### src/rtl/inference_sequencer.sv
// rtl/inference_sequencer.sv - layer/neuron scheduler driving instr RAM, weight ROM, ping-pong neuron RAM and MAC strobes
// Optional feature macro: SEQ_HOLD_EN (adds a 'hold' input that freezes MAC/DRAIN/WRITE progress)
module inference_sequencer #(
  parameter int                ADDR_W         = 8,
  parameter logic [ADDR_W-1:0] BASE_LOW       = ADDR_W'(0),
  parameter logic [ADDR_W-1:0] BASE_HIGH      = ADDR_W'(20),
  parameter int                MAC_LATENCY    = 2,
  parameter logic [ADDR_W-1:0] END_OF_PROGRAM = ADDR_W'(8'hFF)
) (
  input  logic              clk,
  input  logic              reset,
  input  logic              start,
`ifdef SEQ_HOLD_EN
  input  logic              hold,
`endif
  output logic [ADDR_W-1:0] instr_addr,
  input  logic [ADDR_W-1:0] instr_data,
  output logic [ADDR_W-1:0] weight_addr,
  output logic [ADDR_W-1:0] neuro_read_addr,
  output logic [ADDR_W-1:0] neuro_write_addr,
  output logic              neuro_wr_en,
  output logic              mac_rst,
  output logic              mac_forget,
  output logic              mac_acc_en,
  output logic              busy,
  output logic              done,
  output logic [ADDR_W-1:0] result_base_address,
  output logic [ADDR_W-1:0] result_word_count
);

  localparam int CNT_W = (MAC_LATENCY > 1) ? $clog2(MAC_LATENCY) : 1;
  localparam logic [CNT_W-1:0] DRAIN_LAST = CNT_W'(MAC_LATENCY - 1);

  typedef enum logic [2:0] {
    S_IDLE,
    S_FETCH0,
    S_FETCH,
    S_MAC,
    S_DRAIN,
    S_WRITE,
    S_DONE
  } state_t;

  state_t            state_q, state_d;
  logic [ADDR_W-1:0] ip_q, ip_d;
  logic [ADDR_W-1:0] wptr_q, wptr_d;
  logic [ADDR_W-1:0] rd_base_q, rd_base_d;
  logic [ADDR_W-1:0] wr_base_q, wr_base_d;
  logic [ADDR_W-1:0] nprev_q, nprev_d;
  logic [ADDR_W-1:0] ncur_q, ncur_d;
  logic [ADDR_W-1:0] i_q, i_d;
  logic [ADDR_W-1:0] j_q, j_d;
  logic [CNT_W-1:0]  drain_q, drain_d;
  logic [ADDR_W-1:0] res_base_q, res_base_d;
  logic [ADDR_W-1:0] res_count_q, res_count_d;
  logic              acc_en_q, acc_en_d;
  logic              wr_en_q, wr_en_d;
  logic              forget_q, forget_d;
  logic              busy_q, busy_d;
  logic              done_q, done_d;
  logic              mac_rst_q, mac_rst_d;

  logic              is_term;
  logic              hold_active;

  assign is_term = (instr_data == END_OF_PROGRAM) || (instr_data == '0);

`ifdef SEQ_HOLD_EN
  // Hold only stalls the datapath states; fetch and idle/done states ignore it.
  assign hold_active = hold && ((state_q == S_MAC) || (state_q == S_DRAIN) || (state_q == S_WRITE));
`else
  assign hold_active = 1'b0;
`endif

  // Next-state and counter computation for the layer/neuron walk.
  always_comb begin
    state_d     = state_q;
    ip_d        = ip_q;
    wptr_d      = wptr_q;
    rd_base_d   = rd_base_q;
    wr_base_d   = wr_base_q;
    nprev_d     = nprev_q;
    ncur_d      = ncur_q;
    i_d         = i_q;
    j_d         = j_q;
    drain_d     = drain_q;
    res_base_d  = res_base_q;
    res_count_d = res_count_q;

    case (state_q)
      S_IDLE, S_DONE: begin
        if (start) begin
          ip_d      = '0;
          wptr_d    = '0;
          rd_base_d = BASE_LOW;
          wr_base_d = BASE_HIGH;
          state_d   = S_FETCH0;
        end
      end
      S_FETCH0: begin
        if (is_term) begin
          res_base_d  = BASE_LOW;
          res_count_d = '0;
          state_d     = S_DONE;
        end else begin
          nprev_d = instr_data;
          ip_d    = ADDR_W'(1);
          state_d = S_FETCH;
        end
      end
      S_FETCH: begin
        if (is_term) begin
          res_base_d  = rd_base_q;
          res_count_d = nprev_q;
          state_d     = S_DONE;
        end else begin
          ncur_d  = instr_data;
          i_d     = '0;
          j_d     = '0;
          state_d = S_MAC;
        end
      end
      S_MAC: begin
        if (!hold_active) begin
          wptr_d = wptr_q + 1'b1;
          i_d    = i_q + 1'b1;
          if (i_q == nprev_q - 1'b1) begin
            drain_d = '0;
            state_d = S_DRAIN;
          end
        end
      end
      S_DRAIN: begin
        if (!hold_active) begin
          if (drain_q == DRAIN_LAST) begin
            state_d = S_WRITE;
          end else begin
            drain_d = drain_q + 1'b1;
          end
        end
      end
      S_WRITE: begin
        if (!hold_active) begin
          if (j_q == ncur_q - 1'b1) begin
            // Layer complete: the bank just written becomes the next layer's input.
            rd_base_d = wr_base_q;
            wr_base_d = rd_base_q;
            nprev_d   = ncur_q;
            ip_d      = ip_q + 1'b1;
            if (ip_q == '1) begin
              res_base_d  = wr_base_q;
              res_count_d = ncur_q;
              state_d     = S_DONE;
            end else begin
              state_d = S_FETCH;
            end
          end else begin
            j_d     = j_q + 1'b1;
            i_d     = '0;
            state_d = S_MAC;
          end
        end
      end
      default: state_d = S_IDLE;
    endcase

    acc_en_d  = (state_d == S_MAC);
    wr_en_d   = (state_d == S_WRITE);
    forget_d  = (state_d == S_WRITE);
    busy_d    = (state_d != S_IDLE) && (state_d != S_DONE);
    done_d    = (state_d == S_DONE);
    mac_rst_d = (state_d == S_IDLE) || (state_d == S_DONE);
  end

  // State, counters and registered strobes; reset returns everything to idle at once.
  always_ff @(posedge clk or posedge reset) begin
    if (reset) begin
      state_q     <= S_IDLE;
      ip_q        <= '0;
      wptr_q      <= '0;
      rd_base_q   <= BASE_LOW;
      wr_base_q   <= BASE_HIGH;
      nprev_q     <= '0;
      ncur_q      <= '0;
      i_q         <= '0;
      j_q         <= '0;
      drain_q     <= '0;
      res_base_q  <= BASE_LOW;
      res_count_q <= '0;
      acc_en_q    <= 1'b0;
      wr_en_q     <= 1'b0;
      forget_q    <= 1'b0;
      busy_q      <= 1'b0;
      done_q      <= 1'b0;
      mac_rst_q   <= 1'b1;
    end else begin
      state_q     <= state_d;
      ip_q        <= ip_d;
      wptr_q      <= wptr_d;
      rd_base_q   <= rd_base_d;
      wr_base_q   <= wr_base_d;
      nprev_q     <= nprev_d;
      ncur_q      <= ncur_d;
      i_q         <= i_d;
      j_q         <= j_d;
      drain_q     <= drain_d;
      res_base_q  <= res_base_d;
      res_count_q <= res_count_d;
      acc_en_q    <= acc_en_d;
      wr_en_q     <= wr_en_d;
      forget_q    <= forget_d;
      busy_q      <= busy_d;
      done_q      <= done_d;
      mac_rst_q   <= mac_rst_d;
    end
  end

  assign instr_addr          = (state_q == S_FETCH) ? ip_q : '0;
  assign weight_addr         = (state_q == S_MAC) ? wptr_q : '0;
  assign neuro_read_addr     = (state_q == S_MAC) ? (rd_base_q + i_q) : '0;
  assign neuro_write_addr    = (state_q == S_WRITE) ? (wr_base_q + j_q) : '0;
  assign mac_acc_en          = acc_en_q && !hold_active;
  assign neuro_wr_en         = wr_en_q && !hold_active;
  assign mac_forget          = forget_q && !hold_active;
  assign busy                = busy_q;
  assign done                = done_q;
  assign mac_rst             = mac_rst_q;
  assign result_base_address = res_base_q;
  assign result_word_count   = res_count_q;

endmodule

### config.mk
export PLATFORM = sky130hd
export DESIGN_NAME = inference_sequencer
export DESIGN_NICKNAME = d
export VERILOG_FILES = /design/src/rtl/inference_sequencer.sv
export SDC_FILE = /design/constraint.sdc
export NUM_CORES = 1
export LEC_CHECK = 0
export BUFFER_PORTS_ARGS = -buffer_cell sky130_fd_sc_hd__buf_2
export CORE_MARGIN = 2
export CORE_UTILIZATION = 35
export CTS_CLUSTER_SIZE = 16
export DETAILED_ROUTE_END_ITERATION = 16
export HOLD_SLACK_MARGIN = 0.05
export PLACE_DENSITY = 0.59
export REMOVE_ABC_BUFFERS = 1
export SLEW_MARGIN = 25
export SYNTH_ARGS = -nofsm -noshare
export SYNTH_HDL_FRONTEND = slang
export SYNTH_SLANG_ARGS = --single-unit
### constraint.sdc
create_clock -name clk -period 3.25 [get_ports clk]
set_input_delay 0.325 -clock clk [delete_from_list [all_inputs] [get_ports clk]]
set_output_delay 0.325 -clock clk [all_outputs]
set_load 0.05 [all_outputs]
Word-level counts from Yosys, hierarchy flattened
Index checks and enable logic that the tools add are counted.
{ "op_classes": {"n_addsub": 9, "n_lt_le_gt_ge": 0, "n_bitwise": 1, "n_div": 0, "n_reduce_logical": 25, "multipliers": 0, "n_eq_ne": 23, "n_shift": 0, "mux": 42} }
{ "op_table": {"columns": ["operator", "count"], "rows": [
  ["two-way mux 8 bit", 22],
  ["case mux 8 bit (3 select lines)", 4],
  ["case mux 8 bit (2 select lines)", 5],
  ["adder 8 x 1 -> 8 bit, second input constant", 4],
  ["two-way mux 3 bit", 7],
  ["inequality test 2 bit, second input constant", 9],
  ["case mux 3 bit (6 select lines)", 1],
  ["adder 8 bit", 2],
  ["equality test 8 bit", 2],
  ["equality test 8 bit, second input constant", 2],
  ["subtractor 8 x 1 -> 8 bit, second input constant", 2],
  ["equality test 3 bit, second input constant", 5],
  ["AND reduction 3 bit", 4],
  ["nonzero test 3 bit", 4],
  ["nonzero test 2 bit", 5],
  ["equality test 3 x 2 -> 1 bit, second input constant", 3],
  ["zero test 8 bit", 1],
  ["zero test 3 bit", 2],
  ["AND reduction 2 bit", 3],
  ["AND reduction 5 bit", 1],
  ["AND reduction 4 bit", 1],
  ["equality test 3 x 1 -> 1 bit, second input constant", 1],
  ["inequality test 3 bit, second input constant", 1],
  ["logical OR 1 bit", 2],
  ["6 further kinds", 7]
]} }
{ "word_totals": {"wordCells": 117, "n_memories": 0, "regBits": 89, "mem_bits_ro": 0, "ramBits": 0, "latch_bits": 0} }

Depth between registers and ports, before layout
Gate-level depths: netlist (run 1).
{ "depth": {"word_depth": 6, "depth_mapped": 11} }

Worst setup path before layout (run 1)
No wires, ideal clock.
{ "synth_timing": {"path_kind": "reg-to-reg", "from": "register ncur_q[0]", "to": "register rd_base_q[3]", "required_ps": 3119, "t_arrival_ps": 2675, "setup_ps": 131, "period_less_slack_ps": 2806, "setup_slack_ps": 444, "path_stages_with_launch": 12, "n_path_buf": 2, "cell_sequence": "dfrtp_1 inv_1 ha_1 or3b_1 or4_4 a2111oi_4 nand4_2 and2_1 clkbuf_1 buf_2 nand2_1 o21ai_0"} }
{ "synth_via": {"elab_chain_len": 4} }
{ "synth_rtl": {"columns": ["item", "line", "text"], "rows": [
  ["start, declared", "50", "logic [ADDR_W-1:0] ncur_q, ncur_d;"],
  ["start signal, assigned", "203", "ncur_q <= ncur_d;"],
  ["subtractor 8 x 1 -> 8 bit", "144", "if (j_q == ncur_q - 1'b1) begin"],
  ["equality test 8 bit", "144", null],
  ["inequality test 2 bit (no source line)", null, null],
  ["AND reduction 3 bit (no source line)", null, null],
  ["end signal, assigned", "200", "rd_base_q <= rd_base_d;"],
  ["end, declared", "47", "logic [ADDR_W-1:0] rd_base_q, rd_base_d;"]
]} }
No other way between the ends.
A chain may end at the register's enable or synchronous reset.

Worst setup path in the final report (run 1)
{ "layout_timing": {"from": "register ncur_q[1]", "to": "register state_q[0]"} }
{ "layout_via": {"elab_chain_len": 4} }
{ "layout_rtl": {"columns": ["item", "line", "text"], "rows": [
  ["subtractor 8 x 1 -> 8 bit", "144", null],
  ["equality test 8 bit", "144", null],
  ["two-way mux 3 bit", "144", null],
  ["case mux 3 bit (6 select lines)", "90", "case (state_q)"],
  ["named net state_d[0]", "44", "state_t state_q, state_d;"],
  ["end signal, assigned", "197", "state_q <= state_d;"],
  ["end, declared", "44", null]
]} }
The timed path passes the listed nets, and every way through them passes these cells.

==> run summary, run 1 <==
Data on the critical path arrives at its endpoint at 3.25 ns. The run gives 0 as the max-cap check violation count. The cell with the most instances after synthesis is dfrtp_1. The worst ir drop on vdd was 0.567 mV; the die area was 16,000 um^2.

For this run, global-route usage on met2 was measured as 28.3%. Setup repair after global routing left no endpoint under its margin. The die is 127 um tall.

TritonCTS built the clock tree. In this run the mean area of a mapped cell was 8.97 um^2. Final critical path time including I/O delays and setup: 3.03 ns.

The final wirelength is 13,500 um, and the final-layout worst hold slack is 0.268 ns. The run finished with clean final reports. In this run, CTS created clock tree buffers numbering 9.

The region available for standard cell placement spans 14,600 um^2. Setup violations remaining at the end of the flow were counted as 0. The die is 127 um wide.

Based on the critical path, the design can be clocked at up to 0.330 GHz. The highest net fanout along the worst path was 5; the H-tree depth was 3. The measured slew at the worst slew-check pin was 0.810 ns; the number of hold-slack violations in the final timing report was 0. Counting tap cells, the placed design contains a total of 809 instances.

Input and output buffers added on the ports amount to 64. The run gives 0 as the final antenna diode count. After detailed routing, the number of vias per cell comes to 5.38. The initial antenna violation count was 0. After synthesis the cells add up to 5270 um^2. The clock network power share was 20.5%; the normalized max-slew margin was 45.2%.

Across every metal layer, demand over resource in global routing totals 17.3%. The combined buffer and inverter count along the critical path works out to 1. The netlist uses 58 different library cells. In this run the most used layer during global routing was met2. In this design, the largest share of critical-path delay is due to simple AND/OR/NAND/NOR gates. The detail route stage leaves a number of antenna-violating nets equal to 0. Sorting the synthesized cells by how often they occur yields dfrtp_1, nor2_1, nand2_1. The tools report the clock insertion delay at the later pin of the skew report as 0.34 ns. The worst setup path is captured at a flip-flop.

The via count of the first global-routing pass was 4,416; the signed area change from the synthesized netlist to the final layout was 16.0%. The cell row count was 44; the number of synthesized flops with an enable pin was 0. The wire-length estimate of the detail-placed layout is 9800 um. CTS placed an instance of clkbuf_16 at the clock tree root. The max-slew violation count is 0, and the worst-case clock skew is 0.00942 ns. The gate count after technology mapping was 587; the share of the cycle needed by the critical path after routing was 93.3%. Maximum single-stage delay on the critical path: 0.51 ns. The sequential area share after synthesis was 42.4%; the wire length of the first global-routing pass was 22,500 um. The final route contains 4,468 vias. The tightest min-delay check is of the input pin to flip-flop type. For the total net switching power, the log shows 2420 uW.

Entering global routing, the biggest net connects 34 pins. For the worst setup path, the data required time is 3.47 ns. The slowest stage of the critical path belongs to the cell or4_4. Net switching is 45.6% of the power. The type of the setup path with the least slack was flip-flop to flip-flop. For this run, the post-layout net count is 674. The top-area cell type share of the netlist area came out at 40.9%. Walking the worst path, the cells encountered are inv_1 > ha_1 > or3b_1 > or4_4 > a2111oi_4 > a31oi_2 > nor2_2 > o21ai_0 > or3_1. Global routing consumed, on the met1 layer, 23.6% of the routing resources. The most area-hungry cell type in the Yosys netlist is dfrtp_1. The standby leakage power was 0.00285 uW.

Pin placement for this block handled 65 I/O pins. In the final layout, the share of cells above drive strength 1 is 18.1%. The combinational share of power was 45.0%. For this run, global-route usage on met3 was measured as 3.58%. After the flow finishes, the layout carries non-filler instances totaling 830.

The post-route worst setup slack is 0.217 ns, and the worst-case setup slack after placement is 0.0224 ns. The power density of the placed cells is 870 nW/um^2. After detailed routing, the number of remaining DRC violations is 0. After synthesis, the cell types taking the most area are dfrtp_1, xnor2_1, ha_1.

In this run, synthesis produced a sequential element count of 89. Before antenna repair, the detailed router went through 5 iterations. Counting flops with an async set or reset pin after synthesis yields a share of 100%. The detailed router finished its first iteration with 338 violations. After clock tree synthesis, the clock-pin slew on the worst setup and hold paths is 0.06 ns. Launching element type of the critical path: a flip-flop. For the weighted congestion at the end of routability-driven global placement, the log shows 0.832. The total overflow left after global routing is 0. Once the floorplan was initialized, standard cells occupied 36.0% of the core. The per-cell routed wire length works out to 16.2 um.

For this run, the leading register cell type out of synthesis is dfrtp_1. The internal power component came out at 2890 uW. The Yosys warning count was 0. The longest clock path from root to sink contains 2 buffers. In this run, flip-flops and latches consume 34.5% of the power.

CTS saw 89 sinks.
-- cell type report --
| class | count | area [um^2] |
|---|---|---|
| Sequential cell | 89 | 2230 |
| Clock inverter | 4 | 70.1 |
| Fill cell | 1461 | 8530 |
| Clock buffer | 12 | 236 |
| Tap cell | 184 | 230 |
| Inverter | 21 | 80.1 |
| Multi-Input combinational cell | 438 | 2800 |
| Timing Repair Buffer | 82 | 458 |
-- flip-flops by register name, summed over array words and instances, names as in the netlist, 3 cells and up --
name and count:
ncur_q 8, result_base_address 8, result_word_count 8, ip_q 8
state_q 3, wr_base_q 8, nprev_q 8, j_q 8
rd_base_q 8, wptr_q 8, i_q 8
-- cell usage in the layout (no fill, tap or decap), types with 2 or more instances in the layout --
cell type,Yosys,final
a21o_1,10,10
a21oi_1,8,8
a22oi_1,16,16
a31oi_1,10,9
and2_1,16,16
and3_1,16,16
and4_1,3,3
buf_2,5,64
buf_4,1,17
bufinv_16,0,2
clkbuf_1,31,3
clkbuf_16,0,9
clkinv_2,0,3
dfrtp_1,86,86
dfstp_2,3,3
fa_1,2,2
ha_1,20,20
inv_1,21,20
mux2_2,9,9
nand2_1,56,56
nand2b_1,3,3
nand3_1,18,18
nand4_1,14,14
nor2_1,64,63
nor2b_1,9,9
nor3_1,14,14
nor4_1,2,2
o21a_1,3,3
o21ai_0,50,50
o21ai_1,2,2
o22ai_1,8,8
o31ai_1,4,4
o41a_1,2,2
or2_2,2,2
or3_1,5,5
or3b_1,2,2
or4_1,3,3
xnor2_1,29,29
xor2_1,17,17
-- stage by stage --
stage	TNS [ns]	power, uW	utilization, %	area (um^2)
detailed placement	0	4210	39.2	5750
finish	0	5320	41.7	6110
CTS	0	5340	41.4	6060
global placement	0	4150	39.2	5750
global route	0	5690	41.7	6110
floorplan	-3.94	3540	-	5100
-- kinds of logic (layout without fill, tap and decap cells) --
kind of cell,count (synthesis),after routing,synth area share [%]
xor+xnor,46,46,7.65
flops,89,89,42.4
mux,10,10,2.11
fa+ha+maj,22,22,5.51
compound gates,125,125,15.4
buf+inv,60,119,4.75
simple gates,235,235,22.2
-- what timing repair did --
item                                   4_1_cts  5_1_grt
hold buffers                                 1        0
setup endpoints to repair                    0       36
gates resized for setup                      0        3
setup buffers                                0        4
endpoints found under the hold margin       21        0
-- metal layers --
metal | part of all wire (%) | up-vias
met5 | 0 | -
met4 | 1.4 | 0
met3 | 4.6 | 14
met2 | 48 | 113
met1 | 46 | 2181
li1 | - | 2160
-- power by group through the flow --
stage / registers, uW / clock network (uW) / logic, uW
6_report: 1830 / 1090 / 2390
5_1_grt: 1890 / 1180 / 2610
4_1_cts: 1830 / 1130 / 2380
3_5_place_dp: 1850 / 0 / 2370
3_3_place_gp: 1830 / 0 / 2320
2_1_floorplan: 1980 / 0 / 1560
-- path summary, 6_finish.rpt --
path / from / end / slack (ns) / depth (start not counted)
setup / recovery: ncur_q[1]$_DFFE_PP0P_ / state_q[0]$_DFF_PP0_ / 0.22 / 9
hold / removal: instr_data[0] / ncur_q[0]$_DFFE_PP0P_ / 0.27 / 3
setup reg to reg: ncur_q[1]$_DFFE_PP0P_ / state_q[0]$_DFF_PP0_ / 0.22 / 9
hold reg to reg: result_base_address[4]$_DFFE_PP0P_ / result_base_address[4]$_DFFE_PP0P_ / 0.48 / 2
max in group asynchronous: reset / result_word_count[0]$_DFFE_PP0P_ / 1.84 / 4
min in group asynchronous: reset / done$_DFF_PP0_ / 0.57 / 3
-- worst reg2reg max path, delay by kind of cell, from the launching register on --
kind	cells	cell delay (ns)
and+or+nand+nor	4	1.45
adders and majority gates	1	0.19
AOI/OAI and AO/OA	3	0.79
DFF	1	0.41
buffers and inverters	1	0.09
(Power assumes the default switching activity.)
==> run 2, diff against run 1 <==
Settings changed: BUFFER_PORTS_ARGS -buffer_cell sky130_fd_sc_hd__buf_2 to -buffer_cell sky130_fd_sc_hd__clkbuf_2.
==> run 2 against run 1 <==
Compared with the run above: highest routed layer unchanged; utilization up 0.80 points; clock skew down 0.00065 ns; critical endpoint is now ip_q[6]$_DFFE_PP0P_; via count down 0.36%; die area unchanged; flip-flop and latch count unchanged.
==> run summary, run 2 (synthesis results as in run 1) <==
The height of the die came out at 127 um (unchanged). The run gives 0 (unchanged) as the max-slew violation count. The critical path's slowest cell is or4_4. The tools report the final antenna diode count as 0 (unchanged). For the number of setup violations in the final report, the log shows 0 (unchanged). The die width is 127 um (unchanged).

The run gives 1,437 (-1.6%) as the number of fill cells. The critical path in this run is classified as flip-flop to flip-flop. The weighted congestion at the end of routability-driven global placement was 0.820 (-1.5%); the estimated wirelength of the detail-placed design was 9850 um (+0.52%). The kind of path behind the tightest hold check is input pin to flip-flop. For the largest net degree at the start of global routing, the log shows 37 (+8.8%). The tools report the normalized max-slew margin as 43.6% (-1.7 points). For the final wirelength, the log shows 13,500 um (about the same). The flow ran to the end, and the final reports show no timing, DRC or antenna violations. For the highest clock frequency the design can meet, the log shows 0.324 GHz (-1.8%).

The logs give 5870 um^2 (+2.1%) for the cell area after placement and 9 (unchanged) for the number of buffers inserted during clock tree synthesis. The data arrival time of the critical path is 3.31 ns (+0.06 ns), and the final core utilization is 42.5% (+0.80 points). The data required time at the worst endpoint is 3.47 ns (about the same), and the post-route worst setup slack is 0.163 ns (-0.0545 ns). The area occupied by multi-input gates was 2810 um^2 (+0.36%).

The signed area change from the synthesized netlist to the final layout came out at 18.2%. The H-tree depth was 3 (unchanged); the number of design-rule violations left by the first detailed-router iteration was 294 (-13%). Max-cap check violation count: 0 (unchanged). The tools report the standby leakage power as 0.00287 uW (+0.56%). For the via count of the first global-routing pass, the log shows 4,326 (-2.0%).

The final net count was 673 (-0.15%). The clock insertion delay at the later pin of the skew report was 0.35 ns (about the same); the final critical path time including I/O delays and setup was 3.09 ns (+0.0545 ns). The worst ir drop on vdd was 0.597 mV (+5.3%); the share of the cycle needed by the critical path after routing was 95.0% (+1.7 points).

The clock sink count is 89 (unchanged). The tools report the total congestion overflow as 0 (unchanged). The number of cells in the design after placement is 809 (unchanged), and the via-per-instance ratio is 5.37 (-0.24%). The maximum single-stage delay on the critical path came out at 0.51 ns (about the same). The worst setup path is launched from a flip-flop. The cell row count was 44 (unchanged); the initial antenna violation count was 0 (unchanged).

The die area was 16,000 um^2 (unchanged). TritonCTS built the clock tree. The total via count after detailed routing came out at 4,452 (-0.36%). The run gives 36.0% (unchanged) as the initial cell density of the core. Number of port buffers: 64 (unchanged).

Type of destination of the critical path: a flip-flop. The maximum root-to-sink buffer count was 2 (unchanged); the number of DRC violations after detailed routing was 0 (unchanged). The clock-pin slew of the registers on the worst-case setup and hold paths is 0.07 ns (about the same).

Leaving out fill and tap cells, the most frequent cell in the layout is dfrtp_1. For the I/O pin total, the log shows 65 (unchanged). The tools report the worst-case setup slack after placement as 0.0487 ns (+0.0262 ns). The count of non-filler cells in the finished layout is 829 (-0.12%), and the measured slew at the worst slew-check pin is 0.835 ns (+0.0244 ns).

The tools report the count of nets left with antenna violations after detail routing as 0 (unchanged). Clock tree synthesis selected as its root buffer the cell clkbuf_16. The logs give 0 (unchanged) for the number of hold-slack violations in the final timing report and 0.00876 ns (-0.000654 ns) for the worst-case clock skew. The highest net fanout along the worst path works out to 8 (+3).

Power density of the placed cells: 846 nW/um^2 (-2.8%). The wire length of the first global-routing pass is 22,100 um (-1.6%), and the per-cell routed wire length is 16.3 um (+0.11%). The core region area is 14,600 um^2 (unchanged), and the post-route cell area is 6230 um^2 (+1.9%). For the total routing usage reported by global routing, the log shows 17.2% (-0.12 points). The signal on the critical path passes through inv_1 > ha_1 > or3b_1 > or4_4 > a2111oi_4 > buf_4 > nand4_4 > buf_12 > nor3_1 > xnor2_1 > nor2_1. Grouping stages by cell kind, the critical path spends the most delay in simple AND/OR/NAND/NOR gates. The final setup TNS is 0 ns (unchanged), and the share of final-layout standard cells stronger than drive strength 1 is 18.3% (+0.18 points).

In the layout the commonest cells are dfrtp_1, nor2_1, nand2_1, clkbuf_2, o21ai_0. The first-pass detailed-route iteration total is 5 (unchanged), and the combined buffer and inverter count along the critical path is 3 (+2). For the sequential cell area, the log shows 2230 um^2 (unchanged).
==> run 2: cell types whose count changed in the layout (fill, tap and decap cells not counted) <==
cell        before  now
clkinvlp_4       0    1
a31oi_2          1    0
bufinv_16        2    1
buf_12           0    9
a31oi_4          0    1
buf_2           64    0
clkbuf_1         3    2
buf_4           17   15
clkbuf_2         0   56
clkinv_4         0    1
and2_2           0    1
and2_1          16   15
==> run 2: stage by stage <==
stage                     hold WS, ns  power [uW]
after floorplan                 0.442        3540
after global placement          0.406        4150
after detailed placement        0.410        4220
after CTS                       0.256        5280
after global routing            0.280        5630
final                           0.271        5270
==> run 2: report_power, final <==
part | switching [uW] | internal (uW) | leakage (uW)
Clock | 441 | 595 | 0.000139
Sequential | 420 | 1420 | 0.00108
Combinational | 1600 | 800 | 0.00165
==> run 2: final cells by class <==
class / count / area share, %
clock buffer: 11 / 3.74
sequential: 89 / 35.8
inverter: 21 / 1.29
clock inverter: 5 / 0.904
multi-input combinational: 438 / 45.2
tap: 184 / 3.70
timing repair buffer: 81 / 9.36
==> run 2: path summary, 6_finish.rpt <==
| path | from | endpoint | slack [ns] | cells after the start |
|---|---|---|---|---|
| setup / recovery | ncur_q[1]$_DFFE_PP0P_ | ip_q[6]$_DFFE_PP0P_ | 0.16 | 11 |
| setup reg to reg | ncur_q[1]$_DFFE_PP0P_ | ip_q[6]$_DFFE_PP0P_ | 0.16 | 11 |
| min in group asynchronous | reset | done$_DFF_PP0_ | 0.57 | 3 |
| hold / removal | instr_data[2] | ncur_q[2]$_DFFE_PP0P_ | 0.27 | 2 |
| hold reg to reg | result_word_count[7]$_DFFE_PP0P_ | result_word_count[7]$_DFFE_PP0P_ | 0.48 | 2 |
| max in group asynchronous | reset | result_word_count[1]$_DFFE_PP0P_ | 1.84 | 4 |
==> run 2: repair_timing <==
item | CTS | global route
endpoints found under the hold margin | 32 | 0
resized for setup | 0 | 5
setup buffers | 0 | 3
setup endpoints to repair | 0 | 47
hold buffers | 1 | 0
==> run 2: layer usage <==
| layer | vias to the layer above | routed length, um | track usage [%] |
|---|---|---|---|
| li1 | 2169 | - | - |
| met1 | 2162 | 6240 | 23.7 |
| met2 | 109 | 6460 | 28.0 |
| met3 | 12 | 605 | 2.91 |
| met4 | 0 | 182 | 5.30 |
| met5 | - | 0 | 0 |
==> run 3, diff against run 2 <==
Settings changed: ABC_AREA from default to 1, PLACE_DENSITY 0.59 to 0.58.
==> run 3 against run 2 <==
Compared with the run above: utilization fell by 1.1 points; combinational power rose by 13%; flip-flop and latch count did not move; critical path depth rose by 1; non-clock buffer count fell by 11; clock skew rose by 0.0011 ns; synthesized cell count rose by 29%; setup slack improved by 0.075 ns; first-iteration DRC count fell by 2.0%; largest cell class unchanged.
==> run summary, run 3 <==
Highest net fanout along the worst path: 4 (-4). The run gives 0.35 ns (about the same) as the clock insertion delay at the later pin of the skew report. The data required time at the worst endpoint was 2.92 ns (-0.55 ns). The largest total area in the synthesized netlist belongs to dfrtp_1. The root buffer cell was clkbuf_16. The final setup TNS was 0 ns (unchanged); the die area was 16,700 um^2 (+4.2%). For the total net switching power, the log shows 2790 uW (+14%). For the first-pass detailed-route iteration total, the log shows 5 (unchanged). The height of the die was 129 um (+2.1%). For the worst ir drop on vdd, the log shows 0.392 mV (-34%). For the cell row count, the log shows 45 (+2.3%). The core region area is 15,300 um^2 (+4.2%), and the number of synthesized flops with an enable pin is 0 (unchanged). The power density of the placed cells came out at 877 nW/um^2 (+3.7%). The share of final-layout standard cells stronger than drive strength 1 was 13.3% (-5.0 points); the number of hold-slack violations in the final timing report was 0 (unchanged).

The tools report the standby leakage power as 0.00319 uW (+11%). Initial cell density of the core: 36.0% (about the same). The number of setup violations in the final report is 0 (unchanged), and the synthesized area per cell is 7.28 um^2 (-19%). The via-per-instance ratio was 4.78 (-11%); the hold-fix buffer count after cts was 0 (-1). The worst setup path is launched from a flip-flop.

The run gives 0 (unchanged) as the number of buffers inserted to repair setup after CTS. The flip-flop and latch count after synthesis is 89 (unchanged). The worst setup path is of the flip-flop to output port kind. The share of the cycle needed by the critical path after routing is 92.7% (-2.3 points). The part of the total power dissipated in sequential elements came out at 32.5% (-2.3 points). The combinational share of power was 48.7% (+3.2 points); the internal power component was 2750 uW (-2.1%). The run gives 0 (unchanged) as the number of DRC violations after detailed routing.

The internal reg-to-reg setup slack was 0.70 ns (+0.54 ns). The worst-case clock skew is 0.00984 ns (+0.00108 ns). The slowest stage of the critical path belongs to the cell dfrtp_1. Total routing usage reported by global routing: 18.1% (+0.84 points).

TritonCTS built the clock tree. Setup repair after global routing left no endpoint under its margin. The run gives 23,700 um (+7.1%) as the wire length of the first global-routing pass. The critical path starts at rd_base_q[0]$_DFFE_PP0P_. The tools report the largest net degree at the start of global routing as 52 (+41%). Number of port buffers: 64 (unchanged).

The critical path ends at neuro_read_addr[6]. The run gives 0 (unchanged) as the total congestion overflow. The maximum root-to-sink buffer count came out at 2 (unchanged).

Clock-pin slew of the registers on the worst-case setup and hold paths: 0.07 ns (about the same). Data arrival time of the critical path: 2.69 ns (-0.62 ns). Yosys attributes the largest share of cell area to dfrtp_1, nand2_1, inv_1. The logs give 0 (unchanged) for the post-cts sizing count and 9 (unchanged) for the number of buffers inserted during clock tree synthesis. The clock network power share was 18.8% (-0.9 points); the I/O pin total was 65 (unchanged). The worst register-to-register path begins at state_q[0]$_DFF_PP0_. The maximum single-stage delay on the critical path works out to 0.42 ns (-0.09 ns). The final critical path time including I/O delays and setup was 3.01 ns (-0.0755 ns); the max-cap check violation count was 0 (unchanged).

The number of design-rule violations left by the first detailed-router iteration was 288 (-2.0%). The normalized max-slew margin was 51.1% (+7.5 points). The top-area cell type share of the netlist area is 39.2% (-1.7 points), and the per-cell routed wire length is 13.7 um (-16%). The most common cell in the synthesized netlist is nand2_1.

The logs give 40.6% (-1.7 points) for the sequential area share after synthesis and 0 (unchanged) for the final antenna diode count. The async set-reset flop share out of synthesis was 100% (unchanged). Summed instance area of the synthesized netlist: 5490 um^2 (+4.3%). The worst reg-to-reg path cell count is 8 (-3), and the final-layout worst hold slack is 0.0291 ns (-0.242 ns). In the layout the commonest cells are nand2_1, inv_1, dfrtp_1.

The tools report the via count of the first global-routing pass as 4,618 (+6.7%). The final wirelength is 14,100 um (+4.5%). The most common library cell in the layout ignoring fill and taps was nand2_1. The tightest min-delay check is of the input pin to asynchronous set/reset pin type. Cell type with the highest occurrence count on the critical path: nor2_1. The clock sink count came out at 89 (unchanged). The worst setup path is captured at an output port. The initial antenna violation count came out at 0 (unchanged). Total via count after detailed routing: 4,931 (+11%). The worst register-to-register path ends at i_q[4]$_DFFE_PP0P_. The die width was 129 um (+2.1%); the max-slew violation count was 0 (unchanged).

For the gate count after technology mapping, the log shows 755 (+29%). For the number of distinct library cells after synthesis, the log shows 39 (-33%). The logs give 0 (unchanged) for the Yosys warning count and 0.332 GHz (+2.5%) for the highest clock frequency the design can meet.

The prevailing post-synth register cell was dfrtp_1. The final net count is 849 (+26%). The proportion of total power due to net switching was 50.4% (+3.7 points); the signed area change from the synthesized netlist to the final layout was 15.1%. The flow ran to the end, and the final reports show no timing, DRC or antenna violations. The estimated wirelength of the detail-placed design came out at 10,600 um (+7.4%). Sorting the synthesized cells by how often they occur yields nand2_1, inv_1, dfrtp_1.

The H-tree depth was 3 (unchanged). The critical path goes through ha_1 > fa_1 > nand2_1 > inv_1 > o21ai_0 > a21oi_1 > nor2_1 > nor2_1 > nor2_1 > o21ai_0 > a21oi_1 > clkbuf_2. The measured slew at the worst slew-check pin came out at 0.734 ns (-0.101 ns). The run gives 0.869 (+6.0%) as the weighted congestion at the end of routability-driven global placement. Count of nets left with antenna violations after detail routing: 0 (unchanged).
## run 3: kinds of logic (layout without fill, tap and decap cells)
logic type / Yosys count / in the layout / synth area share, %
AOI/OAI and AO/OA: 144 / 144 / 14.6
xor gates and xnor gates: 17 / 17 / 2.71
adders and majority gates: 22 / 22 / 5.28
buffers and inverters: 123 / 189 / 9.15
DFF: 89 / 89 / 40.6
and+or+nand+nor: 360 / 360 / 27.6
## run 3: layer usage
metal	track usage, %	vias up	routed length (um)
met5	0	-	0
met4	3.84	0	116
met3	3.72	10	546
met2	29.3	72	6530
met1	25.1	2266	6900
li1	-	2583	-
## run 3: worst min-delay path by stage
stage                       start                            endpoint  depth (start not counted)
floorplan           instr_data[0]               ncur_q[0]$_DFFE_PP0P_                          2
finish                      reset  result_base_address[5]$_DFFE_PP0P_                          2
global placement            reset  result_base_address[5]$_DFFE_PP0P_                          2
global route                reset  result_base_address[5]$_DFFE_PP0P_                          2
CTS                         reset  result_base_address[5]$_DFFE_PP0P_                          2
detailed placement          reset  result_base_address[5]$_DFFE_PP0P_                          2
## run 3: layout make-up
class | count | area [um^2]
clock buffer | 9 | 225
clock inverter | 7 | 70.1
fill | 1612 | 8930
inverter | 103 | 390
multi-input combinational | 543 | 2770
sequential | 89 | 2230
tap | 211 | 264
timing repair buffer | 70 | 378
## run 3: worst max-delay path: cells and delay by family (launching register included)
family | cells | cell delay [ns]
fa+ha+maj | 2 | 0.62
compound gates | 4 | 0.61
flops | 1 | 0.42
buf+inv | 2 | 0.34
simple gates | 4 | 0.33
## run 3: stage by stage
stage	area, um^2	utilization (%)	power, uW	setup WS [ns]	std cells
4_1_cts	6320	41.4	5620	0.255	1032
6_report	6320	41.4	5550	0.238	1032
3_5_place_dp	6030	39.5	4550	0.656	1016
2_1_floorplan	5380	-	3790	0.0105	735
3_3_place_gp	6030	39.5	4530	0.650	1016
5_1_grt	6320	41.4	6060	0.0315	1032
## run 3: power groups by stage
stage	Combinational, uW	Clock, uW	Sequential [uW]
global placement	2700	0	1830
global route	3080	1120	1860
CTS	2730	1080	1800
finish	2700	1040	1800
detailed placement	2720	0	1820
floorplan	1790	0	2000
